**src/rtl/carrier_sequencer.sv**
```systemverilog
// Carrier sequencer: phase accumulator addressing a 32-entry sine table,
// registering the returned sample as a valid-qualified stream in bursts or continuously.
module carrier_sequencer #(
  parameter int unsigned PHASE_W = 16
) (
  input  logic               clk,
  input  logic               reset_n,
  input  logic               cfg_valid,
  output logic               cfg_ready,
  input  logic [PHASE_W-1:0] cfg_fcw,
  input  logic [7:0]         cfg_periods,
  input  logic               start,
  input  logic               stop,
  output logic [4:0]         lut_addr,
  input  logic [7:0]         lut_data,
  output logic [7:0]         sample_out,
  output logic               sample_valid,
  output logic               busy,
  output logic               done
);

  localparam int unsigned ADDR_W = 5;
  localparam int unsigned DATA_W = 8;
  localparam int unsigned CNT_W  = 8;
  localparam logic [DATA_W-1:0] SAMPLE_RST = DATA_W'(127);

  typedef enum logic [1:0] {
    IDLE = 2'd0,
    RUN  = 2'd1,
    STOP = 2'd2
  } state_e;

  state_e             state_q, state_d;
  logic [PHASE_W-1:0] fcw_q, fcw_d;
  logic [CNT_W-1:0]   periods_q, periods_d;
  logic [PHASE_W-1:0] acc_q, acc_d;
  logic [CNT_W-1:0]   per_cnt_q, per_cnt_d;
  logic [DATA_W-1:0]  sample_q, sample_d;
  logic               valid_q, valid_d;
  logic               done_q, done_d;
  logic               busy_q, busy_d;
  logic               cfg_ready_q, cfg_ready_d;

  logic [PHASE_W:0]   sum_c;
  logic               wrap_c;
  logic               cfg_xfer_c;
  logic [PHASE_W-1:0] eff_fcw_c;
  logic [CNT_W-1:0]   eff_per_c;
  logic               counted_c;

  always_ff @(posedge clk or negedge reset_n) begin
    if (!reset_n) begin
      state_q     <= IDLE;
      fcw_q       <= '0;
      periods_q   <= '0;
      acc_q       <= '0;
      per_cnt_q   <= '0;
      sample_q    <= SAMPLE_RST;
      valid_q     <= 1'b0;
      done_q      <= 1'b0;
      busy_q      <= 1'b0;
      cfg_ready_q <= 1'b1;
    end else begin
      state_q     <= state_d;
      fcw_q       <= fcw_d;
      periods_q   <= periods_d;
      acc_q       <= acc_d;
      per_cnt_q   <= per_cnt_d;
      sample_q    <= sample_d;
      valid_q     <= valid_d;
      done_q      <= done_d;
      busy_q      <= busy_d;
      cfg_ready_q <= cfg_ready_d;
    end
  end

  // Next-state, accumulator stepping and sample capture
  always_comb begin
    state_d     = state_q;
    fcw_d       = fcw_q;
    periods_d   = periods_q;
    acc_d       = acc_q;
    per_cnt_d   = per_cnt_q;
    sample_d    = sample_q;
    valid_d     = 1'b0;
    done_d      = 1'b0;

    sum_c      = {1'b0, acc_q} + {1'b0, fcw_q};
    wrap_c     = sum_c[PHASE_W];
    cfg_xfer_c = cfg_valid && cfg_ready_q;
    eff_fcw_c  = cfg_xfer_c ? cfg_fcw : fcw_q;
    eff_per_c  = cfg_xfer_c ? cfg_periods : periods_q;
    counted_c  = wrap_c && (periods_q != '0);

    case (state_q)
      IDLE: begin
        acc_d = '0;
        if (cfg_xfer_c) begin
          fcw_d     = cfg_fcw;
          periods_d = cfg_periods;
        end
        if (start && !stop && (eff_fcw_c != '0)) begin
          state_d   = RUN;
          per_cnt_d = eff_per_c;
        end
      end
      RUN: begin
        acc_d = sum_c[PHASE_W-1:0];
        if (counted_c && (per_cnt_q == CNT_W'(1))) begin
          state_d = IDLE;
          acc_d   = '0;
          done_d  = 1'b1;
        end else begin
          if (counted_c) per_cnt_d = per_cnt_q - CNT_W'(1);
          if (stop) state_d = STOP;
        end
      end
      STOP: begin
        acc_d = sum_c[PHASE_W-1:0];
        if (wrap_c) begin
          state_d = IDLE;
          acc_d   = '0;
          done_d  = 1'b1;
        end
      end
      default: begin
        state_d = IDLE;
        acc_d   = '0;
      end
    endcase

    if (state_q != IDLE) begin
      sample_d = lut_data;
      valid_d  = 1'b1;
    end

    busy_d      = (state_d != IDLE);
    cfg_ready_d = (state_d == IDLE);
  end

  assign lut_addr     = acc_q[PHASE_W-1 -: ADDR_W];
  assign sample_out   = sample_q;
  assign sample_valid = valid_q;
  assign done         = done_q;
  assign busy         = busy_q;
  assign cfg_ready    = cfg_ready_q;

endmodule

```
**config.mk**
```make
export PLATFORM = sky130hd
export DESIGN_NAME = carrier_sequencer
export DESIGN_NICKNAME = d
export VERILOG_FILES = /design/src/rtl/carrier_sequencer.sv
export SDC_FILE = /design/constraint.sdc
export NUM_CORES = 1
export LEC_CHECK = 0
export CORE_ASPECT_RATIO = 2
export CORE_UTILIZATION = 30
export CTS_CLUSTER_DIAMETER = 120
export DETAILED_ROUTE_END_ITERATION = 10
export GPL_TIMING_DRIVEN = 0
export PLACE_DENSITY_LB_ADDON = 0.25
export REMOVE_ABC_BUFFERS = 1
export SLEW_MARGIN = 10
export SYNTH_ARGS = -nofsm -noshare
export SYNTH_HDL_FRONTEND = slang
export SYNTH_SLANG_ARGS = --single-unit
```
**constraint.sdc**
```tcl
create_clock -name clk -period 6 [get_ports clk]
set_clock_uncertainty 0.05 [all_clocks]
set_input_delay 1.2 -clock clk [delete_from_list [all_inputs] [get_ports clk]]
set_output_delay 1.2 -clock clk [all_outputs]
set_load 0.1 [all_outputs]
```
==> impl_metrics.json, run 1 <==
{
  "status": "finished clean",
  "grt_usage": 0.151,
  "rows": 56,
  "worst_pin_slew_ns": 1.13,
  "dpl.cell_count": 526,
  "syn_area_um2": 3670,
  "ys.flop_type": "dfrtp_1",
  "synth_warnings": 0,
  "die_width_um": 80.2,
  "total_power_uw": 2930,
  "path_clk_slew_ns": 0.06,
  "seq_area_um2": 1560,
  "p_clk_frac": 0.221,
  "ys_seq_elements": 62,
  "num-fill-cells": 1161,
  "intPower_uw": 1640,
  "post-cts-setup-buffer-count": 0,
  "io_buffers": 53,
  "drcViolationCount": 0,
  "drv_slew": 0,
  "min_path_type": "reg -> reg",
  "cap_violations": 0,
  "nets": 452,
  "crit_arrival_ns": 3.50,
  "cts_tree": "built",
  "antenna_found_initial": 0,
  "p_seq_frac": 0.256,
  "hold_start": "sample_out[7]$_DFFE_PN0P_",
  "synthCells": 341,
  "hold_viol_final": 0,
  "die-area_um2": 12700,
  "r2r_end": "acc_q[3]$_DFF_PN0_",
  "drive_gt1_frac": 0.189,
  "insertedDiodeCount": 0,
  "ant_nets": 0,
  "wl_per_cell_um": 16.0,
  "ys_seq_area_frac": 0.425,
  "ctsHoldBuffers": 0,
  "dr.pass1.iters": 4,
  "vias": 2772,
  "place_congestion": 0.817,
  "drt_iter0_markers": 138,
  "total_leakage_power_uw": 0.00198,
  "startpoint_type": "flop",
  "switchingPower_uw": 1290,
  "synth.distinct_cells": 57,
  "min_to": "sample_out[7]$_DFFE_PN0P_",
  "initial_core_util": 0.310,
  "clockBufferDepth": 2,
  "cts_num_sinks": 62,
  "switching_share": 0.440,
  "final.min_clock_period_ns": 3.39,
  "clockRootBuffer": "clkbuf_16",
  "core_region_area_um2": 11800,
  "worst_slew_margin_rel": 0.246,
  "grt_pass1_wl_um": 14300,
  "grt_pass1_vias": 2919,
  "worst-path-max-fanout": 16,
  "async_flop_share": 1.00,
  "setup_viol": 0,
  "whs_path_depth": 1,
  "r2r-start": "fcw_q[0]$_DFFE_PN0N_",
  "final_cells": 542,
  "critical_path_class": "reg -> reg",
  "io_pins": 54,
  "cts_buffers": 9,
  "end_kind": "flop",
  "clk_latency_ns": 0.33,
  "grt_setup_unrepaired": "no",
  "die_h_um": 158,
  "r2r_cells": 10,
  "combPwrFrac": 0.523,
  "required_ns": 6.11,
  "synth_edf_count": 0,
  "hpwl_um": 6630,
  "startpoint": "fcw_q[0]$_DFFE_PN0N_",
  "viasPerCell": 5.11,
  "reg2reg_slack_ns": 2.61,
  "peakVddDrop_mv": 0.237,
  "wl_um": 8660,
  "htreeDepth": 3,
  "p_per_area_nw_per_um2": 624,
  "overflow": 0,
  "fmax_mhz": 295,
  "tns_ns": 0,
  "grt_max_degree": 47,
  "syn2layout_area_growth_pct": 27.8,
  "cts-resized-gates": 0,
  "postSynthAreaPerCell_um2": 10.8,
  "multi_input_area_um2": 1960,
  "finalCritPeriodShare": 0.565
}
==> final cells by class <==
| cell class | count | share of cell area |
|---|---|---|
| Multi-Input combinational cell | 248 | 0.417 |
| Sequential cell | 62 | 0.333 |
| Timing Repair Buffer | 54 | 0.118 |
| Clock buffer | 9 | 0.0480 |
| Tap cell | 145 | 0.0387 |
| Clock inverter | 7 | 0.0309 |
| Inverter | 17 | 0.0136 |
==> critical path: stages (launching register included) <==
cell,delay (ns)
dfrtp_1,0.38
ha_1,0.18
inv_1,0.06
fa_1,0.39
nand2b_1,0.18
a21oi_1,0.22
o31a_1,0.30
o31ai_4,0.11
a211oi_2,0.31
or3b_1,0.91
nor2_1,0.12
==> metal layers <==
| layer | global-route usage | wire length (um) | vias up | share of wire |
|---|---|---|---|---|
| li1 | - | - | 1347 | - |
| met3 | 0.0321 | 327 | 11 | 0.038 |
| met2 | 0.278 | 4930 | 56 | 0.57 |
| met5 | 0 | 0 | - | 0 |
| met1 | 0.161 | 3210 | 1358 | 0.37 |
| met4 | 0.0731 | 189 | 0 | 0.022 |
==> cell families (layout without fill, tap and decap cells) <==
group	Yosys count	count (layout)	share of synthesized area
buffers and inverters	31	87	0.0412
and+or+nand+nor	94	94	0.151
AOI/OAI and AO/OA	81	81	0.160
muxes	38	38	0.113
DFF	62	62	0.425
xor gates and xnor gates	12	12	0.0286
adders and majority gates	23	23	0.0804
==> registers in the layout, summed over array words and instances (netlist names) <==
register / cells
acc_q: 16
fcw_q: 16
per_cnt_q: 8
periods_q: 8
sample_out: 8
state_q: 2
busy: 1
cfg_ready: 1
done: 1
sample_valid: 1
==> power groups by stage <==
stage | combinational [uW] | sequential, uW | clock [uW]
2_1_floorplan | 889 | 1060 | 0
3_3_place_gp | 1510 | 754 | 0
6_report | 1530 | 750 | 646
5_1_grt | 1670 | 773 | 676
4_1_cts | 1550 | 754 | 660
3_5_place_dp | 1540 | 760 | 0
==> layout by cell type (no fill, tap or decap), types with 5 or more instances in the layout <==
cell type / Yosys / final
a22o_1: 5 / 5
xnor2_1: 7 / 7
nor3_1: 7 / 7
xor2_1: 5 / 5
nand2b_1: 5 / 5
nand2_1: 14 / 14
clkbuf_16: 0 / 9
dfrtp_1: 54 / 54
a21o_1: 8 / 8
a21oi_1: 21 / 21
inv_1: 17 / 17
mux2_2: 28 / 28
ha_1: 22 / 22
clkdlybuf4s50_1: 0 / 52
dfstp_2: 8 / 8
nor2_1: 20 / 20
nor2_4: 8 / 8
nor4_1: 11 / 11
mux2i_1: 9 / 9
o21ai_0: 11 / 11
==> synth_stat cells (2+ instances only) <==
library cell | n | area share
mux2i_1 | 9 | 0.025
nor2_4 | 8 | 0.025
o21ai_0 | 11 | 0.015
nor2b_1 | 2 | 0.0034
xor2_1 | 5 | 0.012
and4_1 | 2 | 0.0048
a41oi_1 | 2 | 0.0048
or3_1 | 4 | 0.0068
buf_4 | 6 | 0.012
a211oi_1 | 3 | 0.0061
nor2_2 | 2 | 0.0034
nor3_1 | 7 | 0.0095
or2_2 | 3 | 0.0051
a211oi_2 | 3 | 0.010
o22ai_1 | 2 | 0.0034
ha_1 | 22 | 0.075
and2_1 | 4 | 0.0068
o21ai_1 | 3 | 0.0041
a21oi_1 | 21 | 0.029
o31ai_1 | 4 | 0.0082
dfrtp_1 | 54 | 0.37
xnor2_1 | 7 | 0.017
nand2b_1 | 5 | 0.0085
nor2_1 | 20 | 0.020
nand3b_1 | 3 | 0.0061
o21bai_1 | 3 | 0.0061
mux2_2 | 28 | 0.086
a22o_1 | 5 | 0.012
inv_1 | 17 | 0.017
a22oi_1 | 2 | 0.0041
and3_1 | 3 | 0.0051
nand2_1 | 14 | 0.014
clkbuf_1 | 5 | 0.0051
o31a_1 | 2 | 0.0048
o2bb2ai_1 | 2 | 0.0048
o211ai_1 | 2 | 0.0041
or4_1 | 2 | 0.0041
nor4_1 | 11 | 0.019
a21o_1 | 8 | 0.016
dfstp_2 | 8 | 0.057
==> through the flow <==
step	utilization	hold slack (ns)	setup slack (ns)	cell area [um2]
finish	0.396	0.459	2.61	4690
global placement	0.363	0.437	1.52	4300
CTS	0.396	0.463	2.49	4690
detailed placement	0.365	0.450	2.27	4320
floorplan	-	0.414	2.65	3580
global route	0.396	0.475	2.35	4690
==> how the worst max path moves through the flow <==
stage / to / slack, ns / cells past startpoint
after floorplan: acc_q[15]$_DFF_PN0_ / 2.65 / 8
after global placement: sample_out[7]$_DFFE_PN0P_ / 1.52 / 1
after detailed placement: fcw_q[11]$_DFFE_PN0N_ / 2.27 / 4
after CTS: acc_q[3]$_DFF_PN0_ / 2.49 / 10
after global routing: acc_q[3]$_DFF_PN0_ / 2.35 / 10
final: acc_q[3]$_DFF_PN0_ / 2.61 / 10
No activity file was read; power rests on OpenSTA's default activity.
==> run 2: changes to the inputs <==
==> constraint.sdc (replaced) <==
create_clock -name clk -period 2.95 [get_ports clk]
set_clock_uncertainty 0.05 [all_clocks]
set_input_delay 0.59 -clock clk [delete_from_list [all_inputs] [get_ports clk]]
set_output_delay 0.59 -clock clk [all_outputs]
set_load 0.1 [all_outputs]
==> run 2 against run 1 <==
Sequential cell count stayed put. Worst setup slack worse by 2.5 ns. Cell count is 1.8% higher. Non-clock buffer count up 10. Combinational power rose by 120%. Largest cell class unchanged. Largest power group unchanged. Highest routed layer unchanged.
==> impl_metrics.json, run 2 (synthesis results as in run 1) <==
{
  "io_buffers": 53,
  "drcViolationCount": 0,
  "peakVddDrop_mv": 0.504,
  "clockRootBuffer": "clkbuf_16",
  "drv_slew": 0,
  "initial_core_util": 0.310,
  "insertedDiodeCount": 0,
  "overflow": 0,
  "min_path_type": "in -> async",
  "grt_pass1_wl_um": 14400,
  "crit_buf_inv": 3,
  "slowest_delay_ns": 0.51,
  "cts_num_sinks": 62,
  "htreeDepth": 3,
  "ant_nets": 0,
  "place_congestion": 0.817,
  "cap_violations": 0,
  "reg.largest.list": "acc_q (16), fcw_q (16)",
  "hpwl_um": 6630,
  "die-area_um2": 12700,
  "total_leakage_power_uw": 0.00204,
  "dpl.cell_count": 526,
  "die_h_um": 158,
  "cp_cell_sequence": "ha_1 -> inv_1 -> fa_1 -> nand2b_1 -> a21oi_1 -> o31a_1 -> buf_4 -> nor3_2 -> nor3_1 -> or3b_4 -> buf_4 -> nor2_4",
  "wl_um": 8690,
  "nets": 462,
  "grt_max_degree": 47,
  "syn2layout_area_growth_pct": 31.0,
  "wl_met2_um": 5010,
  "tns_ns": 0,
  "clk_latency_ns": 0.33,
  "setup_viol": 0,
  "drive_gt1_frac": 0.214,
  "layout_commonest_cell": "dfrtp_1",
  "final.min_clock_period_ns": 2.81,
  "worst_hold_slack_ns": 0.0768,
  "cp_slowest_cell": "or3b_4",
  "required_ns": 3.16,
  "path_clk_slew_ns": 0.06,
  "grt_usage": 0.151,
  "grt_pass1_vias": 2913,
  "wl_per_cell_um": 15.7,
  "clockBufferDepth": 2,
  "io_pins": 54,
  "ctsHoldBuffers": 0,
  "dr.pass1.iters": 4,
  "worst_pin_slew_ns": 1.01,
  "path_common_cell": "buf_4",
  "cts_tree": "built",
  "dr_wl_met3_um": 283,
  "fmax_mhz": 356,
  "finalCritPeriodShare": 0.952,
  "final_cells": 552,
  "viasPerCell": 5.05,
  "vias": 2787,
  "final_cell_mix": "dfrtp_1 (54), clkdlybuf4s50_1 (52), mux2_2 (28), a21oi_1 (21), ha_1 (21)",
  "startpoint_type": "flop",
  "hold_viol_final": 0,
  "rows": 56,
  "worst_slew_margin_rel": 0.327,
  "seq_area_um2": 1560,
  "cp_top_family": "simple AND/OR/NAND/NOR gates",
  "grt_setup_unrepaired": "no",
  "antenna_found_initial": 0,
  "worst-path-max-fanout": 12,
  "top_layer_used": "met4",
  "core_region_area_um2": 11800,
  "drt_iter0_markers": 146,
  "die_width_um": 80.2,
  "multi_input_area_um2": 1980,
  "drt-met1-wl_um": 3210,
  "num-fill-cells": 1153,
  "status": "finished clean",
  "end_kind": "flop",
  "p_per_area_nw_per_um2": 1290,
  "postLayoutSetupSlackWorst_ns": 0.142,
  "crit_arrival_ns": 3.02,
  "critical_path_class": "reg -> reg",
  "place_ws_ns": -0.532,
  "cts_buffers": 9,
  "total_power_uw": 6180
}
run 2: cell count changes in the layout (fill, tap and decap cells not counted), moves of 2 or more:
cell	change
a211oi_2	-2
a211oi_4	+2
buf_12	+2
buf_4	+8
run 2: worst register-to-register path, stage by stage (launching register included):
cell and delay (ns):
dfrtp_1 0.41, ha_1 0.22, inv_1 0.07, fa_1 0.19, nand2b_1 0.13, a21oi_1 0.10, o31a_1 0.31, buf_4 0.16
nor3_2 0.23, nor3_1 0.08, or3b_4 0.51, buf_4 0.18, nor2_4 0.08
run 2: final timing paths:
path	startpoint	end	slack [ns]	depth (start not counted)
max	fcw_q[0]$_DFFE_PN0N_	acc_q[10]$_DFF_PN0_	0.14	12
min	reset_n	fcw_q[15]$_DFFE_PN0N_	0.08	1
max reg2reg	fcw_q[0]$_DFFE_PN0N_	acc_q[10]$_DFF_PN0_	0.14	12
min reg2reg	sample_out[7]$_DFFE_PN0P_	sample_out[7]$_DFFE_PN0P_	0.46	1
max in group asynchronous	reset_n	sample_out[4]$_DFFE_PN1P_	2.21	2
min in group clk	sample_out[7]$_DFFE_PN0P_	sample_out[7]$_DFFE_PN0P_	0.46	1
run 2: power breakdown:
part,leakage [uW],switching (uW),internal [uW]
sequential,0.000749,267,1260
clock,0.000176,396,914
combinational,0.00112,2010,1340
run 2: final cells by class:
class / count / area share
Clock buffer: 9 / 0.0468
Clock inverter: 7 / 0.0302
Inverter: 17 / 0.0133
Multi-Input combinational cell: 248 / 0.411
Sequential cell: 62 / 0.325
Tap cell: 145 / 0.0377
Timing Repair Buffer: 64 / 0.136
run 2: repair_timing:
item / CTS / global route
gates resized for setup: 4 / 1
endpoints found under the setup margin: 44 / 17
pin swaps: 2 / 3
cloned: 0 / 0
buffers inserted: 2 / 8
run 2: stage by stage:
| step | util | cell area [um2] |
|---|---|---|
| finish | 0.406 | 4810 |
| global route | 0.406 | 4810 |
| CTS | 0.398 | 4720 |
| detailed placement | 0.365 | 4320 |
| global placement | 0.363 | 4300 |
| floorplan | - | 3580 |
run 2: layer usage:
layer | track usage | up-vias
met5 | 0 | -
met2 | 0.279 | 48
met1 | 0.161 | 1368
met4 | 0.0706 | 0
met3 | 0.0315 | 11
li1 | - | 1360
==> run 3: changes to the inputs <==
--- a/config.mk
+++ b/config.mk
@@ -6,7 +6,7 @@
 export NUM_CORES = 1
 export LEC_CHECK = 0
 export CORE_ASPECT_RATIO = 2
-export CORE_UTILIZATION = 30
+export CORE_UTILIZATION = 49
 export CTS_CLUSTER_DIAMETER = 120
 export DETAILED_ROUTE_END_ITERATION = 10
 export GPL_TIMING_DRIVEN = 0
==> run 3 against run 2 <==
Critical path depth fell by 1. Clock power is 11% lower. Global-route usage rose by 7.6 points. Die area decreased by 38%. Hold slack improved by 0.20 ns. Highest routed layer unchanged. Sequential power about the same. Largest cell class unchanged.
==> impl_metrics.json, run 3 (synthesis results as in run 1) <==
{
  "die_width_um": 63.2,
  "final_cell_mix": "dfrtp_1 (54), clkdlybuf4s50_1 (52), mux2_2 (28), ha_1 (21)",
  "place_ws_ns": -0.506,
  "p_per_area_nw_per_um2": 1290,
  "insertedDiodeCount": 0,
  "fmax_mhz": 359,
  "r2r_end": "acc_q[4]$_DFF_PN0_",
  "drive_gt1_frac": 0.220,
  "grt_max_degree": 63,
  "worst-path-max-fanout": 7,
  "drcViolationCount": 0,
  "clockRootBuffer": "clkbuf_16",
  "finalCritPeriodShare": 0.944,
  "min_path_type": "in -> async",
  "status": "finished clean",
  "total_leakage_power_uw": 0.00202,
  "r2r-start": "fcw_q[0]$_DFFE_PN0N_",
  "total_power_uw": 6050,
  "required_ns": 3.17,
  "r2r_cells": 11,
  "htreeDepth": 3,
  "postLayoutSetupSlackWorst_ns": 0.164,
  "wl_per_cell_um": 16.6,
  "setup_viol": 0,
  "ant_nets": 0,
  "grt_setup_unrepaired": "no",
  "final.min_clock_period_ns": 2.79,
  "drv_slew": 0,
  "tns_ns": 0,
  "worst_pin_slew_ns": 0.983,
  "overflow": 0,
  "nets": 460,
  "dpl_cell_area_um2": 4230,
  "grt_use_met2": 0.420,
  "end_kind": "flop",
  "worst_slew_margin_rel": 0.343,
  "dr.pass1.iters": 4,
  "reg.largest.list": "acc_q (16), fcw_q (16)",
  "reg2reg_slack_ns": 0.16,
  "rows": 44,
  "antenna_found_initial": 0,
  "die-area_um2": 7860,
  "grt-busiest-layer": "met2",
  "cts_buffers": 9,
  "grt_pass1_vias": 2900,
  "grt_pass1_wl_um": 13500,
  "io_buffers": 53,
  "layout_commonest_cell": "dfrtp_1",
  "critical_path_class": "reg -> reg",
  "clk_latency_ns": 0.34,
  "clockBufferDepth": 2,
  "hold_viol_final": 0,
  "drt_iter0_markers": 134,
  "io_pins": 54,
  "vias": 2819,
  "startpoint_type": "flop",
  "core_region_area_um2": 7270,
  "place_congestion": 0.876,
  "cap_violations": 0,
  "post-route-util": 0.646,
  "met3_usage": 0.0495,
  "peakVddDrop_mv": 0.705,
  "viasPerCell": 5.67,
  "grt_usage": 0.228,
  "initial_core_util": 0.505,
  "cts_num_sinks": 62,
  "cts_tree": "built",
  "path_clk_slew_ns": 0.06,
  "crit_arrival_ns": 3.00,
  "syn2layout_area_growth_pct": 27.8,
  "wl_um": 8270,
  "ctsHoldBuffers": 0,
  "design_area_um2": 4690,
  "die_h_um": 124,
  "hpwl_um": 6130,
  "grtUsageMet1": 0.234
}
run 3: changes by cell type in the layout (fill, tap and decap cells not counted), sizes merged:
| cell | before | now |
|---|---|---|
| inv | 18 | 17 |
| bufinv | 4 | 2 |
| clkbuf | 9 | 11 |
| clkinv | 1 | 2 |
| buf | 12 | 10 |
run 3: power by group:
part / total [uW] / internal [uW] / leakage [uW] / switching, uW
sequential: 1530 / 1260 / 0.000749 / 269
combinational: 3350 / 1330 / 0.00111 / 2020
clock: 1170 / 784 / 0.000162 / 384
run 3: layer usage:
metal  share of wire  wire length [um]
met5               0                 0
met3           0.033               271
met1            0.37              3030
met4           0.024               199
met2            0.58              4780
run 3: metrics by stage:
stage,hold slack [ns],cells
after global routing,0.356,497
after detailed placement,0.450,472
after CTS,0.319,492
final,0.282,497
after floorplan,0.244,327
after global placement,0.438,472
run 3: what timing repair did:
item / in CTS / in global routing
setup buffers: 4 / 5
resized for setup: 3 / 6
pin swaps: 3 / 4
setup endpoints to repair: 24 / 41
run 3: worst max-delay path, cell delays in order (launching register included):
cell      delay [ns]
dfrtp_1         0.41
ha_1            0.23
inv_1           0.07
fa_2            0.21
nand2b_4        0.13
a21oi_2         0.06
o31a_1          0.37
o31ai_4         0.29
a211oi_2        0.14
or3b_4          0.45
buf_12          0.16
nor2_1          0.12
run 3: worst max-delay path by stage:
stage / startpoint / endpoint / slack, ns / cells after the start
CTS: fcw_q[0]$_DFFE_PN0N_ / per_cnt_q[1]$_DFFE_PN0P_ / 0.005 / 10
global route: fcw_q[0]$_DFFE_PN0N_ / acc_q[4]$_DFF_PN0_ / 0.03 / 11
global placement: reset_n / acc_q[2]$_DFF_PN0_ / -0.77 / 1
floorplan: acc_q[13]$_DFF_PN0_ / acc_q[15]$_DFF_PN0_ / -0.40 / 8
finish: fcw_q[0]$_DFFE_PN0N_ / acc_q[4]$_DFF_PN0_ / 0.16 / 11
detailed placement: fcw_q[0]$_DFFE_PN0N_ / acc_q[15]$_DFF_PN0_ / -0.51 / 10
run 3: final cells by class:
cell class / count / area (um2)
Fill cell: 602 / 2570
Multi-Input combinational cell: 248 / 2000
Sequential cell: 62 / 1560
Clock inverter: 5 / 81.3
Timing Repair Buffer: 62 / 621
Tap cell: 92 / 115
Clock buffer: 11 / 253
Inverter: 17 / 63.8
